--- src/rtl/ulx3s_pll_supervisor_pkg.sv ---
// Shared types and helpers for the ULX3S PLL lock supervisor.
package ulx3s_pll_supervisor_pkg;

    // Sequencer states, also exported on the debug state port.
    typedef enum logic [2:0] {
        ST_PLL_RESET = 3'd0,
        ST_WAIT_LOCK = 3'd1,
        ST_FILTER    = 3'd2,
        ST_RELEASE   = 3'd3,
        ST_RUN       = 3'd4,
        ST_FAULT     = 3'd5
    } sup_state_e;

    // Competing events in one cycle; a lower encoding wins.
    // Order: force_relock, lock loss, timeout, then normal progression.
    typedef enum logic [1:0] {
        EV_FORCE     = 2'd0,
        EV_LOCK_LOSS = 2'd1,
        EV_TIMEOUT   = 2'd2,
        EV_NONE      = 2'd3
    } sup_event_e;

    // Ceiling log2 for elaboration-time sizing.
    function automatic int clog2(input int value);
        int result;
        result = 0;
        while ((1 << result) < value) begin
            result = result + 1;
        end
        return result;
    endfunction

    // Width of a counter that must hold 0..limit, never narrower than one bit.
    function automatic int cnt_width(input int limit);
        int w;
        w = clog2(limit + 1);
        return (w < 1) ? 1 : w;
    endfunction

    // Resolve simultaneous events into the single one that takes effect.
    function automatic sup_event_e pick_event(input logic force_req,
                                              input logic lock_loss,
                                              input logic timeout);
        if (force_req) begin
            return EV_FORCE;
        end
        if (lock_loss) begin
            return EV_LOCK_LOSS;
        end
        if (timeout) begin
            return EV_TIMEOUT;
        end
        return EV_NONE;
    endfunction

endpackage

--- src/rtl/ulx3s_sync2.sv ---
// Two-flop synchroniser for a single asynchronous level.
module ulx3s_sync2 (
    input  logic clk,
    input  logic rst_n,
    input  logic d,
    output logic q
);

    logic meta_q;
    logic sync_q;

    // Capture the asynchronous level, then re-time it once more.
    always_ff @(posedge clk or negedge rst_n) begin
        if (!rst_n) begin
            meta_q <= 1'b0;
            sync_q <= 1'b0;
        end else begin
            meta_q <= d;
            sync_q <= meta_q;
        end
    end

    assign q = sync_q;

endmodule

--- src/rtl/ulx3s_pll_supervisor.sv ---
// PLL lock supervisor and staggered reset sequencer on the 25 MHz board clock.
// Drives the PLL reset, filters LOCK, retries on timeout and releases the
// downstream resets one channel at a time once lock is stable.
module ulx3s_pll_supervisor
    import ulx3s_pll_supervisor_pkg::*;
#(
    parameter int CHANNELS      = 4,
    parameter int PLLRST_CYCLES = 16,
    parameter int LOCK_FILTER   = 1024,
    parameter int LOCK_TIMEOUT  = 1048576,
    parameter int STAGGER       = 256,
    parameter int MAX_RETRIES   = 3
) (
    input  logic                              clkin,
    input  logic                              resetn,
    input  logic                              locked,
    input  logic                              force_relock,
    output logic                              pll_rst,
    output logic [CHANNELS-1:0]               rst_n_out,
    output logic                              ready,
    output logic                              fault,
    output logic                              lock_lost,
    output logic [cnt_width(MAX_RETRIES)-1:0] retry_count,
    output sup_state_e                        state_dbg
);

    localparam int STG_LIMIT = STAGGER * CHANNELS;
    localparam int RST_W     = cnt_width(PLLRST_CYCLES);
    localparam int FLT_W     = cnt_width(LOCK_FILTER);
    localparam int TMO_W     = cnt_width(LOCK_TIMEOUT);
    localparam int STG_W     = cnt_width(STG_LIMIT);
    localparam int RTY_W     = cnt_width(MAX_RETRIES);

    localparam logic [RST_W-1:0] RST_LAST = RST_W'(PLLRST_CYCLES - 1);
    localparam logic [FLT_W-1:0] FLT_LAST = FLT_W'(LOCK_FILTER - 1);
    localparam logic [TMO_W-1:0] TMO_LAST = TMO_W'(LOCK_TIMEOUT - 1);
    localparam logic [TMO_W-1:0] TMO_MAX  = TMO_W'(LOCK_TIMEOUT);
    localparam logic [STG_W-1:0] STG_LAST = STG_W'(STG_LIMIT - 1);
    localparam logic [RTY_W-1:0] RTY_MAX  = RTY_W'(MAX_RETRIES);

    // force_relock is a level request rather than a handshake: every cycle it
    // is sampled high restarts the sequence, so holding it parks the block in
    // PLL_RESET with the PLL held in reset.

    logic                locked_s;
    sup_state_e          state_q, state_d;
    logic [RST_W-1:0]    rst_cnt_q, rst_cnt_d;
    logic [FLT_W-1:0]    flt_cnt_q, flt_cnt_d;
    logic [TMO_W-1:0]    tmo_cnt_q, tmo_cnt_d;
    logic [STG_W-1:0]    stg_cnt_q, stg_cnt_d;
    logic [RTY_W-1:0]    retry_q, retry_d;
    logic                pll_rst_q, pll_rst_d;
    logic [CHANNELS-1:0] rst_n_q, rst_n_d;
    logic                ready_q, ready_d;
    logic                fault_q, fault_d;
    logic                lock_lost_q, lock_lost_d;
    logic                lock_loss;
    logic                timeout_hit;
    logic [TMO_W-1:0]    tmo_inc;
    sup_event_e          ev;

    ulx3s_sync2 u_lock_sync (
        .clk   (clkin),
        .rst_n (resetn),
        .d     (locked),
        .q     (locked_s)
    );

    // Next-state, counter and registered-output computation.
    always_comb begin
        lock_loss   = ((state_q == ST_RELEASE) || (state_q == ST_RUN)) && !locked_s;
        timeout_hit = ((state_q == ST_WAIT_LOCK) || (state_q == ST_FILTER)) &&
                      (tmo_cnt_q >= TMO_LAST);
        tmo_inc     = (tmo_cnt_q == TMO_MAX) ? tmo_cnt_q : tmo_cnt_q + 1'b1;
        ev          = pick_event(force_relock, lock_loss, timeout_hit);

        state_d     = state_q;
        rst_cnt_d   = rst_cnt_q;
        flt_cnt_d   = flt_cnt_q;
        tmo_cnt_d   = tmo_cnt_q;
        stg_cnt_d   = stg_cnt_q;
        retry_d     = retry_q;
        lock_lost_d = 1'b0;

        case (ev)
            EV_FORCE: begin
                state_d   = ST_PLL_RESET;
                rst_cnt_d = '0;
                flt_cnt_d = '0;
                tmo_cnt_d = '0;
                stg_cnt_d = '0;
                retry_d   = '0;
            end
            EV_LOCK_LOSS: begin
                state_d     = ST_PLL_RESET;
                rst_cnt_d   = '0;
                flt_cnt_d   = '0;
                stg_cnt_d   = '0;
                lock_lost_d = 1'b1;
            end
            EV_TIMEOUT: begin
                flt_cnt_d = '0;
                if (retry_q < RTY_MAX) begin
                    retry_d   = retry_q + 1'b1;
                    state_d   = ST_PLL_RESET;
                    rst_cnt_d = '0;
                end else begin
                    state_d = ST_FAULT;
                end
            end
            default: begin
                case (state_q)
                    ST_PLL_RESET: begin
                        if (rst_cnt_q == RST_LAST) begin
                            state_d   = ST_WAIT_LOCK;
                            rst_cnt_d = '0;
                            tmo_cnt_d = '0;
                        end else begin
                            rst_cnt_d = rst_cnt_q + 1'b1;
                        end
                    end
                    ST_WAIT_LOCK: begin
                        tmo_cnt_d = tmo_inc;
                        if (locked_s) begin
                            state_d   = ST_FILTER;
                            flt_cnt_d = '0;
                        end
                    end
                    ST_FILTER: begin
                        // The timeout keeps running across filter restarts.
                        tmo_cnt_d = tmo_inc;
                        if (!locked_s) begin
                            state_d   = ST_WAIT_LOCK;
                            flt_cnt_d = '0;
                        end else if (flt_cnt_q == FLT_LAST) begin
                            state_d   = ST_RELEASE;
                            flt_cnt_d = '0;
                            stg_cnt_d = '0;
                        end else begin
                            flt_cnt_d = flt_cnt_q + 1'b1;
                        end
                    end
                    ST_RELEASE: begin
                        if (stg_cnt_q == STG_LAST) begin
                            state_d   = ST_RUN;
                            stg_cnt_d = '0;
                            retry_d   = '0;
                        end else begin
                            stg_cnt_d = stg_cnt_q + 1'b1;
                        end
                    end
                    ST_RUN: begin
                        state_d = ST_RUN;
                    end
                    ST_FAULT: begin
                        state_d = ST_FAULT;
                    end
                    default: begin
                        state_d   = ST_PLL_RESET;
                        rst_cnt_d = '0;
                    end
                endcase
            end
        endcase

        // Outputs follow the next state so they change on the same edge.
        pll_rst_d = (state_d == ST_PLL_RESET);
        ready_d   = (state_d == ST_RUN);
        fault_d   = (state_d == ST_FAULT);
        rst_n_d   = '0;
        if (state_d == ST_RUN) begin
            rst_n_d = '1;
        end else if (state_d == ST_RELEASE) begin
            for (int k = 0; k < CHANNELS; k++) begin
                rst_n_d[k] = (stg_cnt_d >= STG_W'(STAGGER * (k + 1)));
            end
        end
    end

    // Sequencer state, counters and registered outputs.
    always_ff @(posedge clkin or negedge resetn) begin
        if (!resetn) begin
            state_q     <= ST_PLL_RESET;
            rst_cnt_q   <= '0;
            flt_cnt_q   <= '0;
            tmo_cnt_q   <= '0;
            stg_cnt_q   <= '0;
            retry_q     <= '0;
            pll_rst_q   <= 1'b1;
            rst_n_q     <= '0;
            ready_q     <= 1'b0;
            fault_q     <= 1'b0;
            lock_lost_q <= 1'b0;
        end else begin
            state_q     <= state_d;
            rst_cnt_q   <= rst_cnt_d;
            flt_cnt_q   <= flt_cnt_d;
            tmo_cnt_q   <= tmo_cnt_d;
            stg_cnt_q   <= stg_cnt_d;
            retry_q     <= retry_d;
            pll_rst_q   <= pll_rst_d;
            rst_n_q     <= rst_n_d;
            ready_q     <= ready_d;
            fault_q     <= fault_d;
            lock_lost_q <= lock_lost_d;
        end
    end

    assign pll_rst     = pll_rst_q;
    assign rst_n_out   = rst_n_q;
    assign ready       = ready_q;
    assign fault       = fault_q;
    assign lock_lost   = lock_lost_q;
    assign retry_count = retry_q;
    assign state_dbg   = state_q;

endmodule

--- config.mk ---
export PLATFORM = sky130hd
export DESIGN_NAME = ulx3s_pll_supervisor
export DESIGN_NICKNAME = d
export VERILOG_FILES = /design/src/rtl/ulx3s_pll_supervisor_pkg.sv /design/src/rtl/ulx3s_sync2.sv /design/src/rtl/ulx3s_pll_supervisor.sv
export SDC_FILE = /design/constraint.sdc
export NUM_CORES = 1
export LEC_CHECK = 0
export CAP_MARGIN = 20
export CORE_ASPECT_RATIO = 0.6
export CORE_MARGIN = 2
export CORE_UTILIZATION = 60
export CTS_CLUSTER_SIZE = 16
export DETAILED_ROUTE_END_ITERATION = 10
export GPL_TIMING_DRIVEN = 0
export PLACE_DENSITY = 0.85
export SLEW_MARGIN = 25
export SYNTH_ARGS = -nofsm -noshare
export SYNTH_HDL_FRONTEND = slang
export SYNTH_SLANG_ARGS = --single-unit
export TNS_END_PERCENT = 10
--- constraint.sdc ---
create_clock -name clkin -period 4.4 [get_ports clkin]
set_input_delay 0.88 -clock clkin [delete_from_list [all_inputs] [get_ports clkin]]
set_output_delay 0.88 -clock clkin [all_outputs]
set_load 0.02 [all_outputs]
==> flow_summary.yaml <==
status:
  status: "completed"
global_routing:
  vias_in_the_first_global_route: 3192
  pin_count_of_the_biggest_net_entering_global_routing: 33
  grt_antenna_before_repair: 0
  grt_use_total: 0.309
  globalRoute.totalOverflow: 0
  grt_pass1_wl_mm: 16.2
setup_path:
  critical_path.cell_chain: "clkdlybuf4s50_1 > clkbuf_1 > or3_1 > buf_2 > a311oi_2 > o21ai_0 > o21ai_0"
  most_frequent_cell_on_critical_path: "sky130_fd_sc_hd__o21ai_0"
  worst-setup-path-type: "input port to flop"
  timing.critical_path.required_ns: 4.66
  worst_r2r_startpoint: "tmo_cnt_q[0]$_DFFE_PN0P_"
  rrSetupSlack_ns: 1.94
  path_buf_inv: 3
  r2r.worst_path.cells: 8
  worstSetupEndpointType: "flop"
  timing.critical_path.depth: 7
  startpoint_type: "input port"
  critical_path.max_fanout: 10
  critical_path.reg2reg.endpoint: "tmo_cnt_q[20]$_DFFE_PN0P_"
  cp.arrival_ns: 3.02
  cp_top_family: "buffers and inverters"
  crit_path_top_delay_cell: "sky130_fd_sc_hd__or3_1"
  critPathMaxStageDelay_ns: 0.53
synthesis:
  async_reset_ff_frac: 1.00
  synth.cells.most_frequent: "sky130_fd_sc_hd__dfrtp_1 (62), sky130_fd_sc_hd__o21ai_0 (46), sky130_fd_sc_hd__nor2_1 (39), sky130_fd_sc_hd__nand2_1 (38), sky130_fd_sc_hd__nand3_1 (17)"
  synth.yosys.warnings: 0
  yosysTopAreaCellShare: 0.418
  total_standard_cell_area_after_synthesis_mm2: 0.00371
  synthesized_flop_and_latch_total: 63
  avgSynthCellArea_um2: 8.97
  syn-instance-count: 414
  synthDistinctLibCells: 64
  syn_nets: 424
  synthTopCellsByArea: "sky130_fd_sc_hd__dfrtp_1 (42%), sky130_fd_sc_hd__o21ai_0 (6.2%), sky130_fd_sc_hd__nor2_1 (3.9%)"
  yosysSeqAreaShare: 0.425
  synth.most_common_cell: "sky130_fd_sc_hd__dfrtp_1"
  synth-main-ff-cell: "sky130_fd_sc_hd__dfrtp_1"
  synth-edff-count: 0
  synth.largest_area_cell: "sky130_fd_sc_hd__dfrtp_1"
hold_path:
  hold_crit_depth: 0
  hold-path-endpoint: "u_lock_sync.q$_DFF_PN0_"
  worst_hold_startpoint: "u_lock_sync.meta_q$_DFF_PN0_"
  hold_path.class: "flop to flop"
clock_tree:
  bufs_on_longest_clock_path: 2
  cts-root-buf: "sky130_fd_sc_hd__clkbuf_8"
  cts_buffers: 9
  cts.clk_slew.worst_paths_ns: 0.07
  cts_tree: "done"
  cts.hold.buffers_added: 0
  post_cts.resized_instances: 0
  cts.sink_count: 63
  postCtsSetupRepairBufs: 0
  htree_num_levels: 3
  clk_latency_ns: 0.36
sta:
  final.setup.tns_ns: 0
  final_hold_violations: 0
  maxClockFrequency_mhz: 361
  setup_viol: 0
  final_number_of_max_transition_violations: 0
  timing.slew.headroom: 0.479
  post-route-period-util: 0.629
  finalCriticalPeriod_ns: 2.77
  grt_setup_unrepaired: "false"
  skew_ns: 0.0159
  tightest_slew_ns: 0.774
  hold_slack_ns: 0.379
flow_run:
  timing.max_cap.violations: 0
pwr:
  p_leak_nw: 1.75
  ir_drop_mv: 0.173
  p_total_mw: 1.20
  power.internal_uw: 943
  netSwitchingPower_uw: 260
  power_per_cell_area_mw_per_mm2: 285
  comb_power_share: 0.033
  p_seq_frac: 0.488
  power_switching_share: 0.216
  power_frac_clock: 0.480
layout:
  multi_input_area_mm2: 0.00201
  synthToLayoutAreaGrowth_pct: 13.7
  layout.filler_cells: 460
  antenna_cells: 0
  layout.area.seq_mm2: 0.00158
  drive_gt1_frac: 0.119
  final_nets: 452
drt:
  starting_drt_drc_count: 553
  dr.pass1.iters: 6
  route.antenna.remaining_nets: 0
  route.detailed.drc: 0
  vias: 3479
  drt-wirelength-per-cell_um: 18.2
  postRouteWirelength_mm: 9.65
  vias_per_cell: 6.55
floorplanning:
  die_width_um: 106
  row_count: 22
  full_die_area_mm2: 0.00685
  die_h_um: 64.9
  fp.coreArea_mm2: 0.00606
  num_io_pins: 17
  floorplan.initialDensity: 0.613
placed_design:
  place.detailed.hpwl_mm: 6.86
  buffer_ports.inserted: 16
  finalWeightedCongestion: 0.899
-- how the worst max path moves through the flow --
stage / start / end / slack (ns)
5_1_grt: force_relock / rst_cnt_q[3]$_DFFE_PN0P_ / 1.50
4_1_cts: force_relock / rst_cnt_q[3]$_DFFE_PN0P_ / 1.67
6_report: force_relock / rst_cnt_q[3]$_DFFE_PN0P_ / 1.63
2_1_floorplan: force_relock / rst_cnt_q[3]$_DFFE_PN0P_ / 2.17
3_5_place_dp: force_relock / rst_cnt_q[3]$_DFFE_PN0P_ / 1.32
3_3_place_gp: resetn / stg_cnt_q[2]$_DFF_PN0_ / 0.42
-- worst reg2reg max path: cells and delay by family (launching register included) --
kind | cells | cell delay, ns
buffers and inverters | 1 | 0.24
adder cells (fa/ha/maj) | 1 | 0.30
AO/OA/AOI/OAI | 4 | 1.03
flip-flops | 1 | 0.45
AND/OR/NAND/NOR | 2 | 0.37
-- kinds of logic (layout without fill, tap and decap cells) --
kind of cell | after synthesis | count (layout) | synth area share
buf+inv | 27 | 60 | 0.0347
fa+ha+maj | 6 | 6 | 0.0202
mux | 3 | 3 | 0.00876
xor+xnor | 5 | 5 | 0.0158
flops | 63 | 63 | 0.425
simple gates | 194 | 194 | 0.285
compound gates | 116 | 116 | 0.210
-- flip-flops by register name (all words and copies together), names as in the netlist --
register / flops
fault: 1
stg_cnt_q: 11
rst_n_out: 4
ready: 1
retry_count: 2
flt_cnt_q: 11
u_lock_sync.meta_q: 1
lock_lost: 1
u_lock_sync.q: 1
pll_rst: 1
state_dbg: 3
rst_cnt_q: 5
tmo_cnt_q: 21
-- layout by cell type (no fill, tap or decap), types with 6 or more instances in the layout --
master                            netlist  final
sky130_fd_sc_hd__a21oi_1               15     15
sky130_fd_sc_hd__a31oi_1               12     12
sky130_fd_sc_hd__and2_1                 6      6
sky130_fd_sc_hd__and3_1                 7      7
sky130_fd_sc_hd__buf_2                  7      7
sky130_fd_sc_hd__clkbuf_1               5      7
sky130_fd_sc_hd__clkbuf_8               0     11
sky130_fd_sc_hd__clkdlybuf4s50_1        0     15
sky130_fd_sc_hd__dfrtp_1               62     62
sky130_fd_sc_hd__ha_1                   6      6
sky130_fd_sc_hd__inv_1                 11     11
sky130_fd_sc_hd__nand2_1               38     38
sky130_fd_sc_hd__nand2b_1              12     12
sky130_fd_sc_hd__nand3_1               17     17
sky130_fd_sc_hd__nand4_1                9      9
sky130_fd_sc_hd__nor2_1                39     39
sky130_fd_sc_hd__nor2b_1               12     12
sky130_fd_sc_hd__nor3_1                14     14
sky130_fd_sc_hd__nor4_1                 7      7
sky130_fd_sc_hd__o21ai_0               46     46
sky130_fd_sc_hd__or3_1                  6      6
-- per-layer routing --
| layer | vias up | part of all wire | global-route usage |
|---|---|---|---|
| li1 | 1578 | - | - |
| met1 | 1635 | 0.47 | 0.462 |
| met2 | 239 | 0.40 | 0.422 |
| met3 | 27 | 0.12 | 0.0905 |
| met4 | 0 | 0.020 | 0.112 |
| met5 | - | 0 | 0 |
-- final cells by class --
type | count | area share
plain buffers | 16 | 0.0208
clock buffers | 13 | 0.0377
clock inverters | 3 | 0.0154
inverters | 11 | 0.00979
multi-input cells | 324 | 0.475
flip-flops and latches | 63 | 0.374
well taps | 84 | 0.0249
repair buffers | 17 | 0.0421
-- through the flow --
stage                     setup WS, ns  std cells  utilization  area, um^2
after floorplan                   2.17        414            -        3710
after global placement           0.418        514        0.657        3980
after detailed placement          1.32        515        0.660        4000
after CTS                         1.67        531        0.697        4220
after global routing              1.50        531        0.697        4220
final                             1.63        531        0.697        4220
-- power groups by stage --
stage               sequential, mW  clock (mW)  combinational, mW
finish                       0.587       0.577             0.0394
global route                 0.587       0.607             0.0443
CTS                          0.586       0.580             0.0395
detailed placement           0.597           0             0.0393
global placement             0.597           0             0.0367
floorplan                    0.596           0             0.0171
Power figures use the tool's default switching activity.
